[src/rtl/aes_pkg.sv]
//------------------------------------------------------------------------------
// Module  : aes_pkg
// Brief   : Shared AES definitions: the S-box table, GF(2^8) helpers and the
//           IDLE/RUN/DONE state enum used by the encryptor, decryptor and
//           KeyExpansion.
// Revision: 1.0 - initial release
//------------------------------------------------------------------------------
`default_nettype none

package aes_pkg;

  typedef enum logic [1:0] {
    IDLE = 2'd0,
    RUN  = 2'd1,
    DONE = 2'd2
  } fsm_e;

  // Forward S-box, entry 0x00 in the top byte.
  localparam logic [2047:0] SBOX_TABLE = {
    128'h637c777bf26b6fc53001672bfed7ab76,
    128'hca82c97dfa5947f0add4a2af9ca472c0,
    128'hb7fd9326363ff7cc34a5e5f171d83115,
    128'h04c723c31896059a071280e2eb27b275,
    128'h09832c1a1b6e5aa0523bd6b329e32f84,
    128'h53d100ed20fcb15b6acbbe394a4c58cf,
    128'hd0efaafb434d338545f9027f503c9fa8,
    128'h51a3408f929d38f5bcb6da2110fff3d2,
    128'hcd0c13ec5f974417c4a77e3d645d1973,
    128'h60814fdc222a908846eeb814de5e0bdb,
    128'he0323a0a4906245cc2d3ac629195e479,
    128'he7c8376d8dd54ea96c56f4ea657aae08,
    128'hba78252e1ca6b4c6e8dd741f4bbd8b8a,
    128'h703eb5664803f60e613557b986c11d9e,
    128'he1f8981169d98e949b1e87e9ce5528df,
    128'h8ca1890dbfe6426841992d0fb054bb16
  };

  function automatic logic [7:0] sbox(input logic [7:0] b);
    return SBOX_TABLE[(255 - int'(b)) * 8 +: 8];
  endfunction

  // Multiply by x modulo the AES polynomial 0x11B.
  function automatic logic [7:0] xtime(input logic [7:0] b);
    return {b[6:0], 1'b0} ^ (b[7] ? 8'h1b : 8'h00);
  endfunction

  function automatic logic [7:0] gf_mul(input logic [7:0] a, input logic [7:0] b);
    logic [7:0] p;
    logic [7:0] x;
    p = 8'h00;
    x = a;
    for (int i = 0; i < 8; i++) begin
      if (b[i]) p = p ^ x;
      x = xtime(x);
    end
    return p;
  endfunction

endpackage

`default_nettype wire

[src/rtl/aes_enc_round.sv]
//------------------------------------------------------------------------------
// Module  : aes_enc_round
// Brief   : One combinational AES cipher round: SubBytes, ShiftRows,
//           MixColumns (skipped on the last round) and AddRoundKey.
//           With AES_ENC_SBOX_PIPE_EN defined, SubBytes is exported and the
//           rest of the round works on the externally registered bytes.
// Revision: 1.0 - initial release
//------------------------------------------------------------------------------
`default_nettype none

module aes_enc_round
  import aes_pkg::*;
(
  input  logic [127:0] i_state,
  input  logic [127:0] i_round_key,
  input  logic         i_last_round,
`ifdef AES_ENC_SBOX_PIPE_EN
  input  logic [127:0] i_sub_q,
  output logic [127:0] o_sub_d,
`endif
  output logic [127:0] o_next_state
);

  logic [127:0] w_sub;
  logic [127:0] w_sub_use;
  logic [7:0]   w_sr [16];
  logic [7:0]   w_mc [16];

  // SubBytes on every byte of the incoming state.
  always_comb begin
    w_sub = '0;
    for (int i = 0; i < 16; i++) w_sub[127 - 8*i -: 8] = sbox(i_state[127 - 8*i -: 8]);
  end

`ifdef AES_ENC_SBOX_PIPE_EN
  assign o_sub_d   = w_sub;
  assign w_sub_use = i_sub_q;
`else
  assign w_sub_use = w_sub;
`endif

  // ShiftRows: row r of column c takes the byte from column (c+r) mod 4.
  always_comb begin
    w_sr = '{default: 8'h00};
    for (int c = 0; c < 4; c++)
      for (int r = 0; r < 4; r++)
        w_sr[4*c + r] = w_sub_use[127 - 8*(4*((c + r) % 4) + r) -: 8];
  end

  // MixColumns: each column multiplied by the circulant {02,03,01,01}.
  always_comb begin
    w_mc = '{default: 8'h00};
    for (int c = 0; c < 4; c++) begin
      w_mc[4*c]     = xtime(w_sr[4*c]) ^ xtime(w_sr[4*c+1]) ^ w_sr[4*c+1]
                    ^ w_sr[4*c+2] ^ w_sr[4*c+3];
      w_mc[4*c + 1] = w_sr[4*c] ^ xtime(w_sr[4*c+1]) ^ xtime(w_sr[4*c+2])
                    ^ w_sr[4*c+2] ^ w_sr[4*c+3];
      w_mc[4*c + 2] = w_sr[4*c] ^ w_sr[4*c+1] ^ xtime(w_sr[4*c+2])
                    ^ xtime(w_sr[4*c+3]) ^ w_sr[4*c+3];
      w_mc[4*c + 3] = xtime(w_sr[4*c]) ^ w_sr[4*c] ^ w_sr[4*c+1]
                    ^ w_sr[4*c+2] ^ xtime(w_sr[4*c+3]);
    end
  end

  // AddRoundKey on either the mixed or the merely shifted columns.
  always_comb begin
    o_next_state = '0;
    for (int i = 0; i < 16; i++)
      o_next_state[127 - 8*i -: 8] = (i_last_round ? w_sr[i] : w_mc[i])
                                   ^ i_round_key[127 - 8*i -: 8];
  end

endmodule

`default_nettype wire

[src/rtl/aes_encrypt_iter.sv]
//------------------------------------------------------------------------------
// Module  : aes_encrypt_iter
// Brief   : Iterative AES-128/192/256 block encryptor, one round per clock,
//           valid/ready on both sides, pre-expanded key schedule input.
//           Build option AES_ENC_SBOX_PIPE_EN: register after SubBytes, two
//           cycles per round.
// Revision: 1.0 - initial release
//------------------------------------------------------------------------------
`default_nettype none

module aes_encrypt_iter
  import aes_pkg::*;
#(
  parameter int Nk = 4,
  parameter int Nr = 10
) (
  input  logic                  clk,
  input  logic                  reset,
  input  logic                  in_valid,
  output logic                  in_ready,
  input  logic [127:0]          in_data,
  input  logic [(Nr+1)*128-1:0] all_keys,
  output logic                  out_valid,
  input  logic                  out_ready,
  output logic [127:0]          out_data
);

  localparam int              c_round_w    = $clog2(Nr + 1);
  localparam logic [c_round_w-1:0] c_last_round = c_round_w'(Nr);

  if (!(Nk == 4 || Nk == 6 || Nk == 8)) begin : g_bad_nk
    $error("aes_encrypt_iter: Nk must be 4, 6 or 8");
  end
  if (Nr != Nk + 6) begin : g_bad_nr
    $error("aes_encrypt_iter: Nr must equal Nk+6");
  end

  fsm_e                 r_fsm;
  fsm_e                 w_fsm_next;
  logic [c_round_w-1:0] r_round;
  logic [127:0]         r_state;
  logic [127:0]         w_rk0;
  logic [127:0]         w_rk;
  logic [127:0]         w_round_out;
  logic                 w_last;
  logic                 w_step;

  // Round key 0 sits at the MSBs; round key r at slice Nr-r.
  assign w_rk0  = all_keys[Nr*128 +: 128];
  assign w_rk   = all_keys[(Nr - int'(r_round))*128 +: 128];
  assign w_last = (r_round == c_last_round);

`ifdef AES_ENC_SBOX_PIPE_EN
  logic         r_phase;
  logic [127:0] r_sub;
  logic [127:0] w_sub_d;

  assign w_step = r_phase;

  // Phase 0 captures SubBytes, phase 1 finishes the round.
  always_ff @(posedge clk) begin
    if (reset) begin
      r_phase <= 1'b0;
      r_sub   <= '0;
    end else if (r_fsm == RUN) begin
      r_phase <= ~r_phase;
      if (!r_phase) r_sub <= w_sub_d;
    end
  end

  aes_enc_round u_round (
    .i_state      (r_state),
    .i_round_key  (w_rk),
    .i_last_round (w_last),
    .i_sub_q      (r_sub),
    .o_sub_d      (w_sub_d),
    .o_next_state (w_round_out)
  );
`else
  assign w_step = 1'b1;

  aes_enc_round u_round (
    .i_state      (r_state),
    .i_round_key  (w_rk),
    .i_last_round (w_last),
    .o_next_state (w_round_out)
  );
`endif

  // State register for the FSM.
  always_ff @(posedge clk) begin
    if (reset) r_fsm <= IDLE;
    else       r_fsm <= w_fsm_next;
  end

  // Next-state decode and handshake outputs.
  always_comb begin
    w_fsm_next = r_fsm;
    in_ready   = 1'b0;
    out_valid  = 1'b0;
    case (r_fsm)
      IDLE: begin
        in_ready = 1'b1;
        if (in_valid) w_fsm_next = RUN;
      end
      RUN: begin
        if (w_step && w_last) w_fsm_next = DONE;
      end
      DONE: begin
        out_valid = 1'b1;
        if (out_ready) w_fsm_next = IDLE;
      end
      default: w_fsm_next = IDLE;
    endcase
  end

  // Cipher state and round counter; the counter saturates at Nr.
  always_ff @(posedge clk) begin
    if (reset) begin
      r_state <= '0;
      r_round <= '0;
    end else begin
      case (r_fsm)
        IDLE: begin
          if (in_valid) begin
            r_state <= in_data ^ w_rk0;
            r_round <= c_round_w'(1);
          end
        end
        RUN: begin
          if (w_step) begin
            r_state <= w_round_out;
            if (!w_last) r_round <= r_round + 1'b1;
          end
        end
        DONE: begin
          if (out_ready) r_round <= '0;
        end
        default: r_round <= '0;
      endcase
    end
  end

  assign out_data = r_state;

endmodule

`default_nettype wire
[config.mk]
export PLATFORM = sky130hd
export DESIGN_NAME = aes_encrypt_iter
export DESIGN_NICKNAME = d
export VERILOG_FILES = /design/src/rtl/aes_pkg.sv /design/src/rtl/aes_enc_round.sv /design/src/rtl/aes_encrypt_iter.sv
export SDC_FILE = /design/constraint.sdc
export NUM_CORES = 2
export LEC_CHECK = 0
export CORE_AREA = 2 2 660 662
export CTS_CLUSTER_DIAMETER = 30
export CTS_CLUSTER_SIZE = 40
export DETAILED_ROUTE_END_ITERATION = 7
export DIE_AREA = 0 0 662 664
export PLACE_DENSITY = 0.49
export SLEW_MARGIN = 10
export SYNTH_ARGS = -nofsm -noshare
export SYNTH_HDL_FRONTEND = slang
export SYNTH_SLANG_ARGS = --single-unit
[constraint.sdc]
create_clock -name clk -period 4.65 [get_ports clk]
set_clock_uncertainty 0.05 [all_clocks]
set_input_delay 0.6975 -clock clk [delete_from_list [all_inputs] [get_ports clk]]
set_output_delay 0.6975 -clock clk [all_outputs]
set_load 0.01 [all_outputs]
==> flow_metrics.py <==
metrics = {
    "run_status": {
        "outcome": "complete, but fails checks",
        "violations": "design-rule violations",
    },
    "clocking": {
        "clkLatencyLatePin_ns": 0.58,
        "cts_tree": "done",
        "ctsHoldBuffers": 0,
        "clkSlewWorstSetupHoldPaths_ns": 0.09,
        "cts_num_sinks": 134,
        "htreeDepth": 4,
        "clockRootBuffer": "clkbuf_16",
        "clockBufferDepth": 2,
        "numCtsBuffers": 17,
    },
    "logic_synthesis": {
        "syn_inst": 11690,
        "async_reset_ff_share_pct": 0,
        "synth_nets": 13460,
        "synth_area_sq_mm": 0.08057,
        "syn_area_per_cell_sq_um": 6.893,
        "synth_top_flop_cell": "dfxtp_1",
        "ys_ff_latch": 134,
        "ys_seq_area_share_pct": 3.330,
        "ys_types": 122,
        "synth_edf_count": 0,
        "yosysWarnings": 0,
    },
    "route": {
        "ant_nets": 0,
        "routedWlPerCell_um": 43.67,
        "vias": 117200,
        "drt-pass1-iter-count": 8,
        "drt_iter0_markers": 18600,
        "route.detailed.drc": 1,
        "wirelength_mm": 866.6,
        "vias_per_cell": 5.904,
    },
    "worst_hold_path": {
        "whs_path_depth": 2,
        "min_to": "r_round[1]",
        "min-delay-start": "r_round[1]",
        "hp-class": "reg -> reg",
    },
    "timing": {
        "finalCritPeriodShare_pct": 99.66,
        "slew_headroom_pct": 11.15,
        "maxClockFrequency_mhz": 215.8,
        "slew_violations": 0,
        "setup_viol_count_final": 0,
        "period_needed_ns": 4.634,
        "finalHoldViolations": 0,
        "tightest_slew_ns": 1.319,
    },
    "setup_path": {
        "path_buf_inv": 5,
        "r2r_slack_ns": 0.02,
        "cp_max_fo": 20,
        "max_stage_delay_ns": 0.55,
        "startpoint_type": "flip-flop",
        "worstSetupPathType": "reg -> reg",
        "critPathCaptureType": "flip-flop",
        "arrival_ns": 5.09,
        "r2r-end": "out_data[40]",
        "crit_family": "buffers and inverters",
        "cpMaxStageDelayCell": "mux4_2",
        "cp.required_ns": 5.11,
        "cpMostUsedCell": "buf_4",
        "reg2reg_depth": 14,
        "worstPathCellList": "buf_4 -> buf_4 -> nor2b_1 -> nor3_1 -> a21oi_1 -> mux4_2 -> mux4_2 -> buf_4 -> xor2_1 -> buf_4 -> xnor2_1 -> nor2_1 -> a2111oi_0 -> buf_4",
        "r2r-start": "out_data[105]",
        "critical_path.startpoint": "out_data[105]",
    },
    "finish": {
        "drive_gt1_share_pct": 19.02,
        "nets": 15540,
        "stdcell_count": 19850,
        "syn2layout_area_growth_pct": 42.94,
        "post-route-util_pct": 26.62,
    },
    "pwr": {
        "power.density_mw_per_mm2": 984.2,
        "power_frac_clock_pct": 1.4,
        "swShare_pct": 58.42,
        "seqPwrFrac_pct": 3.1,
        "power.switching_mw": 66.22,
        "ir_drop_mv": 0.8117,
        "leakage_nw": 41.54,
        "p_int_mw": 47.13,
        "combPwrFrac_pct": 95.5,
    },
    "die": {
        "die_h_um": 664,
        "die_area_sq_mm": 0.4396,
        "io_pins": 1670,
        "num_rows": 242,
        "coreArea_sq_mm": 0.4327,
        "start_util_pct": 18.62,
        "die_w_um": 662,
    },
    "global_routing": {
        "grt_overflow": 0,
        "grtUsageTotal_pct": 37.56,
        "grt_pass1_wl_mm": 1110,
        "grt_pass1_vias": 107700,
        "antenna_found_initial": 417,
        "grt_max_degree": 111,
    },
    "placed_design": {
        "routabilityCongestion": 1.056,
        "hpwl_mm": 728.7,
        "place_inst": 19480,
        "place.port_buffers": 1669,
    },
    "run": {
        "max_cap_viol_count": 0,
    },
}
-- metal layers --
metal	routed length [um]	track usage [%]
met1	331100	46.01
met2	355500	54.20
met3	96340	11.88
met4	82890	29.07
met5	827	0
-- through the flow --
step / hold WS, ns / worst slack (ns) / power [mW] / area, sq um / TNS, ns
after CTS: 0.5278 / 0.05568 / 109.8 / 114300 / 0
after global routing: 0.5564 / -0.005234 / 117.0 / 115000 / -0.005234
after detailed placement: 0.5143 / -0.2973 / 107.6 / 113700 / -0.2973
after global placement: 0.5118 / -0.9620 / 109.2 / 113700 / -1.314
final: 0.5449 / 0.01572 / 113.3 / 115200 / 0
after floorplan: 0.4495 / 0.03923 / 60.68 / 80570 / 0
-- area by class of cell --
class | instances | area [sq um]
diodes | 328 | 820.8
clock buffers | 18 | 429.2
clock inverters | 14 | 135.1
fillers | 48130 | 317500
inverters | 172 | 645.6
multi-input cells | 9984 | 71030
flip-flops and latches | 134 | 2823
well taps | 5734 | 7174
repair buffers | 3461 | 32110
-- cells in the mapped netlist (all sizes together), types with 134 or more instances --
cell | count | area share [%]
nor2b | 262 | 2.0
nor3 | 547 | 3.4
xnor2 | 518 | 5.7
o311ai | 147 | 1.6
nand2b | 319 | 2.5
ha | 231 | 3.6
a311oi | 151 | 1.6
mux4 | 492 | 14
nand3 | 299 | 1.9
mux2i | 232 | 3.0
o211ai | 184 | 1.7
buf | 723 | 4.9
a21oi | 1235 | 7.7
a31oi | 207 | 1.6
o21ai | 1038 | 6.4
clkbuf | 676 | 3.2
nor2 | 929 | 4.3
nand2 | 989 | 4.6
a211oi | 352 | 3.3
dfxtp | 134 | 3.3
inv | 140 | 0.65
xor2 | 294 | 3.2
-- registers in the layout (all words and copies together) (netlist names) --
| name | cells |
|---|---|
| out_data | 128 |
| r_round | 4 |
| r_fsm | 2 |
-- tightest hold or removal path: stages (launching register included) --
cell	delay, ns
dfxtp_1	0.37
o21ai_0	0.11
a21oi_1	0.07
-- how the worst max path moves through the flow --
stage	to	slack, ns	cells past startpoint
after floorplan	out_data[57]	0.04	17
after global placement	out_data[32]	-0.96	16
after detailed placement	out_data[113]	-0.30	16
after CTS	out_data[32]	0.06	17
after global routing	out_data[40]	-0.005	14
final	out_data[40]	0.02	14
-- cell families after synthesis --
group / Yosys count / share of synthesized area (%)
buffers and inverters: 1571 / 8.805
AOI/OAI and AO/OA: 4332 / 34.86
muxes: 761 / 17.22
DFF: 134 / 3.330
and+or+nand+nor: 3826 / 22.75
xor gates and xnor gates: 829 / 9.383
adders and majority gates: 236 / 3.649
-- power groups by stage --
stage | clock network (mW) | logic, mW | registers, mW
floorplan | 0 | 58.3 | 2.35
global placement | 0 | 106 | 3.52
detailed placement | 0 | 104 | 3.47
CTS | 1.58 | 105 | 3.46
global route | 1.60 | 112 | 3.56
finish | 1.57 | 108 | 3.55
-- cells in the final DEF (no fill, tap or decap), types with 61 or more instances in the layout --
cell type and n:
clkdlybuf4s50_1 1668, buf_4 1634, a21oi_1 1227, nand2_1 986, o21ai_0 971, nor2_1 917
nor3_1 544, xnor2_1 510, mux4_2 492, a211oi_1 348, diode_2 328, nand2b_1 316
nand3_1 299, xor2_1 289, nor2b_1 259, mux2i_1 226, ha_1 224, a31oi_1 203
o211ai_1 183, buf_12 156, a311oi_1 150, o311ai_0 131, inv_1 124, o31ai_1 112
and2_1 97, a21o_1 72, o22ai_1 70, dfxtp_1 68, or3_1 67, o21ai_1 65
a211o_1 62, a2111oi_0 62, o21a_1 61, a221oi_1 61
-- what timing repair did --
action | CTS | global route
hold endpoints to repair | 0 | 0
buffers inserted | 0 | 1
setup endpoints to repair | 2 | 21
gates resized for setup | 7 | 18
No activity file was read; power rests on OpenSTA's default activity.
